===== config.mk =====
export PLATFORM = sky130hd
export DESIGN_NAME = vga_timing_gen
export DESIGN_NICKNAME = d
export VERILOG_FILES = /design/src/rtl/vga_timing_gen.sv
export SDC_FILE = /design/constraint.sdc
export NUM_CORES = 1
export LEC_CHECK = 0
export ABC_CLOCK_PERIOD_IN_PS = 3850
export CAP_MARGIN = 30
export CORE_MARGIN = 2
export CORE_UTILIZATION = 55
export DETAILED_ROUTE_END_ITERATION = 12
export PLACE_DENSITY = 0.84
export SLEW_MARGIN = 20
export SYNTH_ARGS = -nofsm -noshare
export SYNTH_HDL_FRONTEND = slang
export SYNTH_SLANG_ARGS = --single-unit

===== constraint.sdc =====
create_clock -name i_clk -period 3.85 [get_ports i_clk]
set_input_delay 1.155 -clock i_clk [delete_from_list [all_inputs] [get_ports i_clk]]
set_output_delay 1.155 -clock i_clk [all_outputs]
set_load 0.02 [all_outputs]

===== src/rtl/vga_timing_gen.sv =====
// Raster timing generator: pixel-rate divider, h/v counters, coordinate decode,
// and sync/data-enable outputs delayed to line up with the downstream RGB path.
module vga_timing_gen #(
  parameter int CLK_DIV    = 2,
  parameter int H_ACTIVE   = 640,
  parameter int H_FP       = 16,
  parameter int H_SYNC     = 96,
  parameter int H_BP       = 48,
  parameter int V_ACTIVE   = 480,
  parameter int V_FP       = 10,
  parameter int V_SYNC     = 2,
  parameter int V_BP       = 33,
  parameter bit SYNC_POL   = 1'b0,
  parameter int PIPE_DELAY = 1
) (
  input  logic       i_clk,
  input  logic       i_n_rst,
  output logic       o_pixelTick,
  output logic [9:0] o_n_PixelPos_X,
  output logic [9:0] o_n_PixelPos_Y,
  output logic       o_active,
  output logic       o_lineStart,
  output logic       o_frameStart,
  output logic       o_hsync,
  output logic       o_vsync,
  output logic       o_de
);

  localparam int H_TOTAL = H_ACTIVE + H_FP + H_SYNC + H_BP;
  localparam int V_TOTAL = V_ACTIVE + V_FP + V_SYNC + V_BP;

  localparam logic [3:0] DIV_LAST  = 4'(CLK_DIV - 1);
  localparam logic [9:0] H_LAST    = 10'(H_TOTAL - 1);
  localparam logic [9:0] V_LAST    = 10'(V_TOTAL - 1);
  localparam logic [9:0] H_VIS     = 10'(H_ACTIVE);
  localparam logic [9:0] V_VIS     = 10'(V_ACTIVE);
  localparam logic [9:0] HS_START  = 10'(H_ACTIVE + H_FP);
  localparam logic [9:0] HS_END    = 10'(H_ACTIVE + H_FP + H_SYNC);
  localparam logic [9:0] VS_START  = 10'(V_ACTIVE + V_FP);
  localparam logic [9:0] VS_END    = 10'(V_ACTIVE + V_FP + V_SYNC);

  logic [3:0] div_cnt;
  logic [9:0] h_cnt, v_cnt;
  logic       tick, h_wrap, active;
  logic       hs_lvl, vs_lvl;
  logic [2:0] raw_bus;

  // Tick is gated by reset so a reset landing on the tick cycle suppresses it.
  assign tick   = i_n_rst && (div_cnt == DIV_LAST);
  assign h_wrap = (h_cnt == H_LAST);

  always_ff @(posedge i_clk or negedge i_n_rst) begin
    if (!i_n_rst)                div_cnt <= '0;
    else if (div_cnt == DIV_LAST) div_cnt <= '0;
    else                         div_cnt <= div_cnt + 4'd1;
  end

  always_ff @(posedge i_clk or negedge i_n_rst) begin
    if (!i_n_rst) begin
      h_cnt <= '0;
      v_cnt <= '0;
    end else if (tick) begin
      h_cnt <= h_wrap ? '0 : h_cnt + 10'd1;
      if (h_wrap) v_cnt <= (v_cnt == V_LAST) ? '0 : v_cnt + 10'd1;
    end
  end

  assign active = (h_cnt < H_VIS) && (v_cnt < V_VIS);
  assign hs_lvl = ((h_cnt >= HS_START) && (h_cnt < HS_END)) ? SYNC_POL : ~SYNC_POL;
  assign vs_lvl = ((v_cnt >= VS_START) && (v_cnt < VS_END)) ? SYNC_POL : ~SYNC_POL;
  assign raw_bus = {hs_lvl, vs_lvl, active};

  assign o_pixelTick    = tick;
  assign o_active       = active;
  assign o_n_PixelPos_X = active ? h_cnt : '0;
  assign o_n_PixelPos_Y = active ? v_cnt : '0;
  assign o_lineStart    = tick && (h_cnt == '0);
  assign o_frameStart   = tick && (h_cnt == '0) && (v_cnt == '0);

  generate
    if (PIPE_DELAY == 0) begin : g_nodly
      assign {o_hsync, o_vsync, o_de} = raw_bus;
    end else begin : g_dly
      localparam logic [2:0] DLY_RST = {~SYNC_POL, ~SYNC_POL, 1'b0};
      logic [PIPE_DELAY-1:0][2:0] sync_pipe;

      // Shifts once per pixel period so the delay is counted in pixels.
      always_ff @(posedge i_clk or negedge i_n_rst) begin
        if (!i_n_rst) begin
          for (int i = 0; i < PIPE_DELAY; i++) sync_pipe[i] <= DLY_RST;
        end else if (tick) begin
          sync_pipe[0] <= raw_bus;
          for (int i = 1; i < PIPE_DELAY; i++) sync_pipe[i] <= sync_pipe[i-1];
        end
      end

      assign {o_hsync, o_vsync, o_de} = sync_pipe[PIPE_DELAY-1];
    end
  endgenerate

endmodule


# == After elaboration in Yosys (flattened, before gate mapping) ==
# Cells that the tools add are included.
# word_totals
input_bits,2
elab_cells,32
output_inout_bits,27
register_bits,27
# classes
eq_ne,3
order_cmp,6
add_sub_neg,3
reduce_logical,9
mux,7
# op_table
op,n
2-to-1 mux 10 bit,4
adder 10 x 1 -> 10 bit (second input constant),2
equality test 10 bit (second input constant),2
zero test 10 bit,2
less-than comparator 10 bit (second input constant),2
less-than comparator 10 x 9 -> 1 bit (second input constant),2
greater-or-equal comparator 10 bit (second input constant),1
greater-or-equal comparator 10 x 9 -> 1 bit (second input constant),1
logical AND 1 bit,6
adder 4 x 1 -> 4 bit (second input constant),1
equality test 4 x 1 -> 1 bit (second input constant),1
2-to-1 mux 4 bit,1
2-to-1 mux 1 bit,2
AND reduction 2 bit,1

# == Logic depth before layout (Yosys ltp) ==
# depth
ltp_word,4
mapped_depth,6
ltp_nobuf,6

# == Worst setup path after synthesis ==
# Ideal clock, no wire load.
# synth_timing
path_kind,in2out
startpoint,input port i_n_rst
endpoint,output port o_frameStart
path_slack_ns,0.080
path_stages,5
arrival_ns,2.615
path_buffers,0
required_time_ns,2.695
cell_sequence,nor4b_2 nand2_1 inv_2 nand3_1 nor4_1
# synth_between
elab_chain_cells,3
# synth_lines
item,line,rtl
from (decl),17,"input logic i_n_rst,"
logical AND 1 bit,49,assign tick = i_n_rst && (div_cnt == DIV_LAST);
named net o_pixelTick,18,"output logic o_pixelTick,"
logical AND 1 bit (2 in a row),78,assign o_frameStart = tick && (h_cnt == '0) && (v_cnt == '0);
to (decl),23,"output logic o_frameStart,"
# The timed path passes the listed nets, and every way through them passes these cells.

# == Worst setup path in the final report ==
# layout_timing
startpoint,input port i_n_rst
endpoint,output port o_frameStart
# layout_between
elab_chain_cells,3
# layout_lines
item,line
logical AND 1 bit,49
logical AND 1 bit (2 in a row),78
# Every way passes these cells.

==> results.py <==
metrics = {
    "run_status": {
        "status": "finished clean",
    },
    "power_and_ir_drop": {
        "cellPowerDensity_nw_per_um2": 344,
        "p_leak_nw": 0.842,
        "vdd_drop_max_mv": 0.276,
    },
    "clocking": {
        "postCtsSetupRepairBufs": 0,
        "cts_buffer_depth": 2,
        "cts_buffers": 3,
        "clkSinkCount": 27,
        "cts.htree.levels": 1,
        "clk_latency_ps": 330,
        "clock-root-buffer": "clkbuf_4",
        "cts_tree": "built",
        "hold_buffers": 0,
        "clk_pin_slew_ps": 170,
    },
    "layout": {
        "mostFrequentLayoutCell": "dfrtp_1",
        "post-route-cell-area_um2": 2010,
        "syn2layout_area_growth_pct": 20.3,
        "regArea_um2": 678,
        "mostFrequentLayoutCells": "dfrtp_1 (25), clkdlybuf4s50_1 (24), and2_1 (15), nand3_1 (15), nand2_1 (11)",
        "fillers": 240,
        "nets": 220,
        "n_antenna_cell": 0,
        "multi_input_area_um2": 913,
        "drive_above_1_share": 0.108,
    },
    "synthesis": {
        "synth_fa_ha_area_frac": 0.0299,
        "synth_edf_count": 0,
        "synth_top_family_by_area": "simple AND/OR/NAND/NOR gates",
        "syn_area_um2": 1670,
        "synthMuxAreaShare": 0.0254,
        "synth_compound_area_frac": 0.110,
        "yosys.area_share.simple": 0.323,
        "ys_async_sr_fraction": 1.00,
        "synth-xor-area-share": 0.0472,
        "syn_nets": 194,
        "ys_types": 43,
        "ys.flop_type": "dfrtp_1",
        "avgSynthCellArea_um2": 8.89,
        "yosysSeqAreaShare": 0.406,
        "ys_warn_count": 0,
        "ys_ff_latch": 27,
        "syn_inst": 188,
    },
    "detailed_routing": {
        "via_count": 1536,
        "drtIter0Drc": 94,
        "firstDrtPassIters": 4,
        "wl_um": 3960,
        "drc": 0,
        "routedWlPerCell_um": 16.1,
        "antenna_left": 0,
        "viasPerCell": 6.24,
    },
    "setup_path": {
        "cp-start-kind": "input pin",
        "worstSetupEndpoint": "o_frameStart",
        "r2r_cells": 5,
        "r2r_start": "div_cnt[1]$_DFF_PN0_",
        "crit_start": "i_n_rst",
        "worstPathArrival_ps": 2590,
        "endpoint_kind": "primary output",
        "r2r_slack_ps": 1570,
        "path_class": "input pin to primary output",
        "cp_max_fo": 2,
        "crit_required_ps": 2690,
        "worstReg2RegEnd": "v_cnt[7]$_DFFE_PN0P_",
    },
    "timing": {
        "tns_ps": 0,
        "finalSetupViolCount": 0,
        "slew_headroom": 0.562,
        "fin_crit_ps": 3740,
        "min_period_over_period": 0.972,
        "skew_ps": 8.13,
        "worstMarginPinSlew_ps": 651,
        "drv_slew": 0,
        "fmax_mhz": 267,
        "hold_viol": 0,
    },
    "floorplan": {
        "die_w_um": 59.1,
        "fp.coreArea_um2": 2980,
        "num_rows": 20,
        "die_area_um2": 3500,
        "io_pins": 29,
        "initial_core_util": 0.561,
        "die-height_um": 59.1,
    },
    "global_route": {
        "antenna_found_initial": 0,
        "overflow": 0,
        "grt_pass1_vias": 1408,
        "grt_use_total": 0.237,
        "grt_max_degree": 29,
        "grt_pass1_wl_um": 6420,
    },
    "min_path": {
        "hold_path_class": "flip-flop to flip-flop",
    },
    "run": {
        "drv_cap": 0,
    },
    "placed_design": {
        "port_buffers": 27,
        "place_hpwl_um": 2810,
        "place_congestion": 0.867,
        "place_area_um2": 1970,
    },
}
critical path, stage by stage:
cell             delay, ps
clkdlybuf4s50_1        480
nor4b_4                220
nand2_1                120
inv_2                   80
nand3_1                100
nor4_2                 260
buf_4                  180
Yosys cell counts, types with 2 or more instances:
library cell,n,area (um2)
mux2_2,2,22.5
nor4_1,4,25.0
mux2i_1,2,20.0
nor2b_1,2,12.5
clkbuf_1,10,37.5
inv_1,8,30.0
nor2_1,8,30.0
o31ai_1,5,37.5
xor2_1,5,43.8
o211ai_1,2,15.0
ha_1,4,50.1
nand3_1,15,75.1
dfstp_2,2,52.6
nand4_1,10,62.6
and3_1,5,31.3
dfrtp_1,25,626
o22ai_1,2,12.5
o21ai_0,5,25.0
o21ai_1,4,20.0
a31oi_1,2,12.5
xnor2_1,4,35.0
or4_1,2,15.0
a211oi_1,4,30.0
nand2_1,11,41.3
and4_1,3,26.3
or3_1,2,12.5
and2_1,15,93.8
nor3_1,10,50.1
cell type report:
cell class                 instances  share of cell area
clock buffer                       3              0.0112
tap                               33              0.0205
sequential                        27               0.337
multi-input combinational        139               0.454
inverter                           9              0.0168
clock inverter                     1             0.00373
timing repair buffer              34               0.156
layer usage:
| metal | track usage | part of all wire | up-vias |
|---|---|---|---|
| met2 | 0.387 | 0.48 | 62 |
| met5 | 0 | 0 | - |
| met3 | 0.0349 | 0.057 | 4 |
| li1 | - | - | 735 |
| met4 | 0.0714 | 0.010 | 0 |
| met1 | 0.325 | 0.45 | 735 |
per-stage QoR:
stage / setup WS, ps / cells / power [mW] / hold WS [ps] / util
detailed placement: -415 / 242 / 0.561 / 488 / 0.663
floorplan: 80.2 / 188 / 0.487 / 504 / -
global placement: -416 / 242 / 0.554 / 468 / 0.663
finish: 106 / 246 / 0.692 / 498 / 0.675
global route: -0.250 / 246 / 0.728 / 525 / 0.675
CTS: 32.0 / 246 / 0.691 / 509 / 0.671
flip-flops by register name, indices dropped and copies added (netlist names):
signal / count
g_dly.sync_pipe: 3
div_cnt: 4
h_cnt: 10
v_cnt: 10
worst min path at each step:
stage	startpoint	end	cells after the start
final	g_dly.sync_pipe[2]$_DFFE_PN1P_	g_dly.sync_pipe[2]$_DFFE_PN1P_	2
after global routing	g_dly.sync_pipe[1]$_DFFE_PN1P_	g_dly.sync_pipe[1]$_DFFE_PN1P_	2
after CTS	g_dly.sync_pipe[2]$_DFFE_PN1P_	g_dly.sync_pipe[2]$_DFFE_PN1P_	2
after detailed placement	g_dly.sync_pipe[2]$_DFFE_PN1P_	g_dly.sync_pipe[2]$_DFFE_PN1P_	2
after global placement	g_dly.sync_pipe[2]$_DFFE_PN1P_	g_dly.sync_pipe[2]$_DFFE_PN1P_	2
after floorplan	v_cnt[0]$_DFFE_PN0P_	v_cnt[0]$_DFFE_PN0P_	1
report_power, final:
| group | leakage [nW] | switching (mW) | internal (mW) |
|---|---|---|---|
| registers | 0.339 | 0.0498 | 0.315 |
| clock network | 0.0139 | 0.0941 | 0.0397 |
| logic | 0.489 | 0.101 | 0.0917 |
| total | 0.842 | 0.245 | 0.446 |
kinds of logic (layout without fill, tap and decap cells):
family | Yosys count | count (layout)
buffers and inverters | 22 | 47
and+or+nand+nor | 93 | 93
other | 1 | 1
adders and majority gates | 4 | 4
DFF | 27 | 27
xor gates and xnor gates | 9 | 9
AOI/OAI and AO/OA | 28 | 28
muxes | 4 | 4
what timing repair did:
item / in CTS / in global routing
cloned: 0 / 0
gates resized for setup: 10 / 4
setup endpoints to repair: 3 / 2
Power figures use the tool's default switching activity.
